[config.mk]
export PLATFORM = sky130hd
export DESIGN_NAME = telemetry_byte_serializer
export DESIGN_NICKNAME = d
export VERILOG_FILES = /design/src/rtl/telemetry_byte_serializer.sv
export SDC_FILE = /design/constraint.sdc
export NUM_CORES = 1
export LEC_CHECK = 0
export ABC_AREA = 1
export ABC_CLOCK_PERIOD_IN_PS = 5150
export CAP_MARGIN = 15
export CORE_UTILIZATION = 45
export CTS_BUF_LIST = sky130_fd_sc_hd__clkbuf_8 sky130_fd_sc_hd__clkbuf_16
export CTS_CLUSTER_DIAMETER = 50
export DETAILED_ROUTE_END_ITERATION = 7
export PLACE_DENSITY = 0.61
export RECOVER_POWER = 100
export SLEW_MARGIN = 20
export SYNTH_ARGS = -nofsm -noshare
export SYNTH_HDL_FRONTEND = slang
export SYNTH_SLANG_ARGS = --single-unit
[constraint.sdc]
create_clock -name clk_256M -period 5.15 [get_ports clk_256M]
set_input_delay 1.545 -clock clk_256M [delete_from_list [all_inputs] [get_ports clk_256M]]
set_output_delay 1.545 -clock clk_256M [all_outputs]
set_load 0.01 [all_outputs]
[src/rtl/telemetry_byte_serializer.sv]
// Buffers 88-bit telemetry records in a small FIFO and streams each one out as
// a 13-byte frame: sync byte, 11 payload bytes MSB first, XOR checksum.
module telemetry_byte_serializer #(
    parameter int          G_DEPTH     = 4,
    parameter logic [7:0]  G_SYNC_BYTE = 8'hA5
) (
    input  logic                        clk_256M,
    input  logic                        rst_256M_n,
    input  logic [87:0]                 data_in,
    input  logic                        valid_in,
    output logic [7:0]                  byte_out,
    output logic                        byte_valid_out,
    input  logic                        byte_ready_in,
    output logic [$clog2(G_DEPTH):0]    fifo_level_out,
    output logic [15:0]                 drop_cnt_out,
    output logic                        overflow_out
);

    localparam int AW = $clog2(G_DEPTH);
    localparam int LW = AW + 1;
    localparam logic [LW-1:0] FULL_LVL = LW'(G_DEPTH);

    typedef enum logic [1:0] {S_IDLE, S_SYNC, S_PAYLOAD, S_CSUM} state_t;

    function automatic logic [7:0] xor_bytes(input logic [87:0] d);
        logic [7:0] x;
        x = 8'h00;
        for (int i = 0; i < 11; i++) x ^= d[i*8 +: 8];
        return x;
    endfunction

    // Reset asserts asynchronously but releases on a clock edge.
    logic rst_sync_q;
    always_ff @(posedge clk_256M or negedge rst_256M_n) begin
        if (!rst_256M_n) rst_sync_q <= 1'b0;
        else             rst_sync_q <= 1'b1;
    end

    logic [87:0]    mem_q [G_DEPTH];
    logic [AW-1:0]  wr_ptr_q, wr_ptr_d, rd_ptr_q, rd_ptr_d;
    logic [LW-1:0]  level_q, level_d;
    logic [15:0]    drop_cnt_q, drop_cnt_d;
    logic           overflow_q, overflow_d;
    logic           push, pop, drop;

    state_t         state_q, state_d;
    logic [3:0]     idx_q, idx_d;
    logic [87:0]    shift_q, shift_d;
    logic [7:0]     csum_q, csum_d;
    logic [87:0]    head;

    assign head = mem_q[rd_ptr_q];

    // Framing FSM; outputs decode straight from registered state so they hold under backpressure.
    always_comb begin
        state_d        = state_q;
        idx_d          = idx_q;
        shift_d        = shift_q;
        csum_d         = csum_q;
        pop            = 1'b0;
        byte_valid_out = 1'b0;
        byte_out       = 8'h00;
        case (state_q)
            S_IDLE: begin
                if (level_q != '0) begin
                    pop     = 1'b1;
                    shift_d = head;
                    csum_d  = xor_bytes(head);
                    state_d = S_SYNC;
                end
            end
            S_SYNC: begin
                byte_valid_out = 1'b1;
                byte_out       = G_SYNC_BYTE;
                if (byte_ready_in) begin
                    state_d = S_PAYLOAD;
                    idx_d   = 4'd0;
                end
            end
            S_PAYLOAD: begin
                byte_valid_out = 1'b1;
                byte_out       = shift_q[87:80];
                if (byte_ready_in) begin
                    shift_d = {shift_q[79:0], 8'h00};
                    idx_d   = idx_q + 4'd1;
                    if (idx_q == 4'd10) state_d = S_CSUM;
                end
            end
            S_CSUM: begin
                byte_valid_out = 1'b1;
                byte_out       = csum_q;
                if (byte_ready_in) begin
                    if (level_q != '0) begin
                        pop     = 1'b1;
                        shift_d = head;
                        csum_d  = xor_bytes(head);
                        state_d = S_SYNC;
                    end else begin
                        state_d = S_IDLE;
                    end
                end
            end
            default: state_d = S_IDLE;
        endcase
    end

    // A full FIFO still takes a push when the head leaves on the same edge.
    always_comb begin
        push       = valid_in && ((level_q != FULL_LVL) || pop);
        drop       = valid_in && !push;
        wr_ptr_d   = push ? wr_ptr_q + AW'(1) : wr_ptr_q;
        rd_ptr_d   = pop  ? rd_ptr_q + AW'(1) : rd_ptr_q;
        level_d    = level_q;
        if (push && !pop)      level_d = level_q + LW'(1);
        else if (!push && pop) level_d = level_q - LW'(1);
        drop_cnt_d = (drop && drop_cnt_q != 16'hFFFF) ? drop_cnt_q + 16'd1 : drop_cnt_q;
        overflow_d = overflow_q | drop;
    end

    always_ff @(posedge clk_256M) begin
        if (push) mem_q[wr_ptr_q] <= data_in;
    end

    always_ff @(posedge clk_256M or negedge rst_sync_q) begin
        if (!rst_sync_q) begin
            state_q    <= S_IDLE;
            idx_q      <= 4'd0;
            shift_q    <= '0;
            csum_q     <= 8'h00;
            wr_ptr_q   <= '0;
            rd_ptr_q   <= '0;
            level_q    <= '0;
            drop_cnt_q <= 16'h0000;
            overflow_q <= 1'b0;
        end else begin
            state_q    <= state_d;
            idx_q      <= idx_d;
            shift_q    <= shift_d;
            csum_q     <= csum_d;
            wr_ptr_q   <= wr_ptr_d;
            rd_ptr_q   <= rd_ptr_d;
            level_q    <= level_d;
            drop_cnt_q <= drop_cnt_d;
            overflow_q <= overflow_d;
        end
    end

    assign fifo_level_out = level_q;
    assign drop_cnt_out   = drop_cnt_q;
    assign overflow_out   = overflow_q;

endmodule

==> results of run 1 <==
worst max-delay path: cells and delay by family (launching register included):
kind / cells / cell delay, ns
adder cells (fa/ha/maj): 1 / 0.39
flip-flops: 1 / 0.41
AND/OR/NAND/NOR: 2 / 0.15
AO/OA/AOI/OAI: 1 / 0.31
buffers and inverters: 3 / 1.04
report_power, final:
group / internal [uW] / switching (uW)
Combinational: 2440 / 5600
Sequential: 5350 / 510
Clock: 2190 / 1520
worst min path at each step:
stage | start | endpoint | slack (ns) | cells past startpoint
after global routing | csum_q[0] | csum_q[0] | 0.50 | 2
after floorplan | csum_q[0] | csum_q[0] | 0.45 | 2
after detailed placement | csum_q[0] | csum_q[0] | 0.47 | 2
after global placement | overflow_out | overflow_out | 0.46 | 1
final | overflow_out | overflow_out | 0.49 | 1
after CTS | csum_q[0] | csum_q[0] | 0.49 | 2
final cells by class:
type	instances	share of cell area, %
flip-flops and latches	479	54.92
well taps	615	3.072
multi-input cells	1577	27.47
inverters	145	2.193
clock inverters	43	1.414
clock buffers	55	5.405
repair buffers	142	5.530
sequential cells by signal, indices dropped and copies added, names as in the netlist:
register        cells
idx_q               4
rst_sync_q          1
state_q             2
mem_q             352
wr_ptr_q            2
fifo_level_out      3
rd_ptr_q            2
csum_q              8
drop_cnt_out       16
shift_q            88
overflow_out        1
placed cells by master, fill, tap and decap left out, types with 3 or more instances in the layout:
| cell | instances |
|---|---|
| dfrtp_1 | 125 |
| inv_6 | 4 |
| nand4_1 | 7 |
| o22ai_1 | 12 |
| bufinv_16 | 6 |
| clkbuf_1 | 3 |
| nor3_1 | 7 |
| nor2_1 | 99 |
| clkdlybuf4s50_1 | 3 |
| buf_12 | 4 |
| nand3_1 | 225 |
| nand3b_1 | 5 |
| o211ai_1 | 5 |
| dlygate4sd3_1 | 117 |
| clkbuf_16 | 53 |
| a21oi_1 | 19 |
| o21ai_0 | 37 |
| clkinv_2 | 5 |
| ha_1 | 13 |
| a31oi_1 | 76 |
| nand2_1 | 1033 |
| inv_2 | 13 |
| edfxtp_1 | 352 |
| buf_4 | 6 |
| inv_1 | 148 |
| clkinv_1 | 8 |
| clkbuf_2 | 8 |
| xor2_1 | 16 |
| xnor2_1 | 10 |
cell usage after synthesis (all sizes together), types with 7 or more instances:
master,number
edfxtp,352
buf,81
clkbuf,26
nor2,101
a31oi,76
o22ai,12
xor2,16
nor3,7
dfrtp,127
nand4,7
inv,144
a21oi,20
o21ai,41
nand3,225
nand2,1033
ha,13
xnor2,11
cells by family (layout without fill, tap and decap cells):
kind of cell	Yosys count	count (layout)	synth area share [%]
AO/OA/AOI/OAI	154	154	4.155
XOR/XNOR	27	27	1.121
adder cells (fa/ha/maj)	14	14	0.8391
buffers and inverters	252	385	5.305
flip-flops	479	479	63.15
multiplexers	1	1	0.05172
other	1	1	0.01722
AND/OR/NAND/NOR	1380	1380	25.36
through the flow:
stage,cells,instance area [um^2]
after floorplan,2308,21770
after global placement,2958,23440
after detailed placement,2958,23440
after CTS,3056,25150
after global routing,3056,25050
final,3056,25050
metal layers:
metal  global-route usage [%]  vias up  wire length [um]
li1                         -     7797                 -
met1                    29.58     7650             23630
met2                    37.54      403             26100
met3                    3.538       75              2794
met4                    6.093        0              1226
met5                        0        -                 0
==> flow_metrics.tcl, run 1 <==
set metrics [dict create \
    vdd_drop_max_mv 0.3489 \
    min_path_type "reg2reg" \
    dieWidth_um 222.0 \
    path_clk_slew_ns 0.06 \
    grt_max_degree 120 \
    pwr_density_cell_nw_per_um2 702.7 \
    ys_ff_latch 479 \
    final_core_util_pct 52.46 \
    p_total_uw 17600 \
    min_period_over_period_pct 85.86 \
    die_y_um 222.0 \
    worst_slew_pin_slew_ns 3.026 \
    worst_r2r_startpoint "rd_ptr_q[0]" \
    tns_ns 0 \
    crit_end "byte_out[0]" \
    crit_chain "inv_1, ha_1, inv_1, o21ai_0, nand2_1, nand2_1, dlygate4sd3_1" \
    finalCriticalPeriod_ns 4.422 \
    maxCapViolations 5 \
    track_usage_pct 22.17 \
    dp_slack_ns 1.085 \
    setup.worst_path.start "state_q[0]" \
    io_pins 121 \
    synth_top_area_cell "edfxtp_1" \
    synth_area_um2 21770 \
    post-cts-setup-buffer-count 0 \
    multi_input_area_um2 6880 \
    drcViolationCount 0 \
    reg2reg_to "csum_q[0]" \
    synthCells 2308 \
    fin_ws_ns 0.7283 \
    hold_violations 0 \
    vias_per_cell 5.211 \
    overflow 0 \
    worst_hold_slack_ns 0.4851 \
    coreArea_um2 47750 \
    postRouteWirelength_mm 53.75 \
    num_vias 15930 \
    area_growth_pct 15.05 \
    clk_latency_ns 0.60 \
    start_kind "flip-flop" \
    critPathCaptureType "output pin" \
    clockRootBuffer "clkbuf_16" \
    layout-drive-gt1-share_pct 4.752 \
    synth_warnings 0 \
    antenna_found_initial 1 \
    clock.fmax_mhz 226.2 \
    synth_fp_nets 2414 \
    fillers 4259 \
    reg2reg_depth 15 \
    path_class "reg2out" \
    max-slew-margin-rel_pct -101.7 \
    drt_first_pass_iters 5 \
    io_buffers 120 \
    violations "max-capacitance violations, max-slew violations" \
    cts.htree.levels 2 \
    gp_congestion 0.8303 \
    yosysSeqAreaShare_pct 63.15 \
    final_antenna_net_count 0 \
    slowest_stage "dlygate4sd3_1" \
    hpwl_mm 34.17 \
    antenna_cells 0 \
    drtIter0Drc 1167 \
    cts_tree "yes" \
    nets 2504 \
    setup_violations 0 \
    cts_buffers 53 \
    maxSlewViolCount 298 \
    grt_pass1_vias 15450 \
    synth_area_leaders "edfxtp_1 49%, nand2_1 18%, dfrtp_1 15%" \
    rrSetupSlack_ns 0.81 \
    grt_pass1_wl_mm 84.72 \
    synth-edff-count 352 \
    clock_skew_ns 0.02010 \
    avgSynthCellArea_um2 9.433 \
    cts_sinks 479 \
    critical-path-max-stage-delay_ns 0.60 \
    ys.flop_type "edfxtp_1" \
    seq_area_um2 13760 \
    arrival_ns 2.88 \
    ctsResizeCount 0 \
    synth.distinct_cells 36 \
    status "finished with violations" \
    async_reset_ff_share_pct 26.51 \
    die_area_um2 49260 \
    rsz0062_at_grt "false" \
    wl_per_cell_um 17.59 \
    row_count 80 \
    cts_buffer_depth 3 \
    worstPathRequired_ns 3.61 \
    start_util_pct 45.60 \
    postCtsHoldBufs 0 \
    synth_top_area_share_pct 48.55 \
    p_leak_uw 0.01078 \
    critPathMaxFanout 10 \
]
No activity file was read; power rests on OpenSTA's default activity.
==> run 2, diff against run 1 <==
Settings changed: ABC_CLOCK_PERIOD_IN_PS 5150 to 5360, CAP_MARGIN 15 to 10.
Clock period 5.15 ns to 5.36 ns, I/O delays scaled along.
==> run 2 against run 1 <==
The run still ends with max-capacitance violations, max-slew violations left. Die area stayed put. Design area is 0.42% higher. Combinational power is 3.2% lower. Global-route usage is 0.12 points lower.
==> flow_metrics.tcl, run 2 (synthesized netlist as in run 1, its figures left out) <==
set metrics [dict create \
    worst_hold_slack_ns 0.4712 \
    layout_commonest_cell "nand2_1" \
    drtIter0Drc 1135 \
    clock_skew_ns 0.01655 \
    rsz0062_at_grt "false" \
    die_area_um2 49260 \
    dieWidth_um 222.0 \
    min_path_type "reg2reg" \
    final_cell_mix "1,033 x nand2_1, 352 x edfxtp_1, 225 x nand3_1" \
    drcViolationCount 0 \
    num_vias 15870 \
    grt_pass1_wl_mm 84.06 \
    antenna_cells 0 \
    maxSlewViolCount 373 \
    hold_violations 0 \
    final_cell_area_um2 25150 \
    ctsResizeCount 0 \
    io_pins 121 \
    cts_buffers 53 \
    track_usage_pct 22.05 \
    cts_buffer_depth 3 \
    die_y_um 222.0 \
    hpwl_mm 34.46 \
    start_util_pct 45.60 \
    row_count 80 \
    tns_ns 0 \
    cts.htree.levels 2 \
    postRouteWirelength_mm 53.72 \
    regMostFlops "mem_q" \
    grt_pass1_vias 15000 \
    clk_latency_ns 0.60 \
    setup_violations 0 \
    post-cts-setup-buffer-count 0 \
    p_leak_uw 0.01082 \
    path_class "in2reg" \
    reg2reg_to "csum_q[7]" \
    status "finished with violations" \
    crit_end "mem_q[0][81]" \
    grt_max_degree 93 \
    arrival_ns 4.75 \
    coreArea_um2 47750 \
    rrSetupSlack_ns 0.99 \
    p_total_uw 17070 \
    worst_slew_pin_slew_ns 2.589 \
    placed_area_um2 23430 \
    cts_sinks 479 \
    io_buffers 120 \
    antenna_found_initial 0 \
    setup.worst_path.start "byte_ready_in" \
    dp_slack_ns 1.115 \
    critPathCaptureType "flip-flop" \
    largest_register_ffs 352 \
    maxCapViolations 7 \
    nets 2507 \
    layout-drive-gt1-share_pct 5.076 \
    vdd_drop_max_mv 0.4713 \
    drt_first_pass_iters 7 \
    gp_congestion 0.8441 \
    final_antenna_net_count 0 \
    clockRootBuffer "clkbuf_16" \
    worstPathRequired_ns 5.63 \
    start_kind "input port" \
    path_clk_slew_ns 0.06 \
    reg2reg_depth 14 \
    postCtsHoldBufs 0 \
    area_growth_pct 15.54 \
    clock.fmax_mhz 223.2 \
    pwr_density_cell_nw_per_um2 678.6 \
    cts_tree "yes" \
    fin_ws_ns 0.8793 \
    wl_per_cell_um 17.57 \
    violations "max-capacitance violations, max-slew violations" \
    vias_per_cell 5.190 \
    max-slew-margin-rel_pct -72.60 \
    worst_r2r_startpoint "rd_ptr_q[0]" \
    critPathMaxFanout 35 \
    overflow 0 \
    finalCriticalPeriod_ns 4.481 \
    min_period_over_period_pct 83.60 \
]
==> run 2: per-stage QoR <==
step	util, %	cells
after floorplan	-	2308
after global placement	49.06	2961
after detailed placement	49.06	2961
after CTS	52.79	3058
after global routing	52.68	3058
final	52.68	3058
==> run 2: metal layers <==
metal	GRT usage, %	wire (um)	vias to the layer above
li1	-	-	7820
met2	37.02	25980	422
met5	0	0	-
met4	7.325	1409	0
met3	2.955	2811	83
met1	29.56	23510	7547
==> run 2: cell type report <==
| type | instances | area, um^2 |
|---|---|---|
| fill | 4247 | 22590 |
| multi-input combinational | 1577 | 6888 |
| clock inverter | 40 | 377.9 |
| clock buffer | 57 | 1404 |
| tap | 615 | 769.5 |
| inverter | 145 | 549.3 |
| timing repair buffer | 145 | 1414 |
| sequential | 479 | 13750 |
==> run 2: power by group <==
part,leakage (uW),internal [uW],switching (uW)
clock network,0.000919,2220,1480
logic,0.00518,2370,5410
registers,0.00471,5130,466
total,0.0108,9720,7350
==> run 2: worst min path at each step <==
stage                    to  cells past startpoint         start  slack, ns
4_1_cts        overflow_out                      1  overflow_out       0.48
5_1_grt        overflow_out                      1  overflow_out       0.49
2_1_floorplan     csum_q[0]                      2     csum_q[0]       0.45
6_report       overflow_out                      1  overflow_out       0.47
3_3_place_gp       idx_q[3]                      0    rst_sync_q       0.46
3_5_place_dp   overflow_out                      1  overflow_out       0.47
==> run 2: worst max-delay path, cell delays in order <==
cell and delay, ns:
dlygate4sd3_1 0.60, inv_1 0.07, nand2_1 0.09, nand2_1 0.10
nand3_1 0.10, nand2_1 0.28, nor2_1 1.49, buf_12 0.36
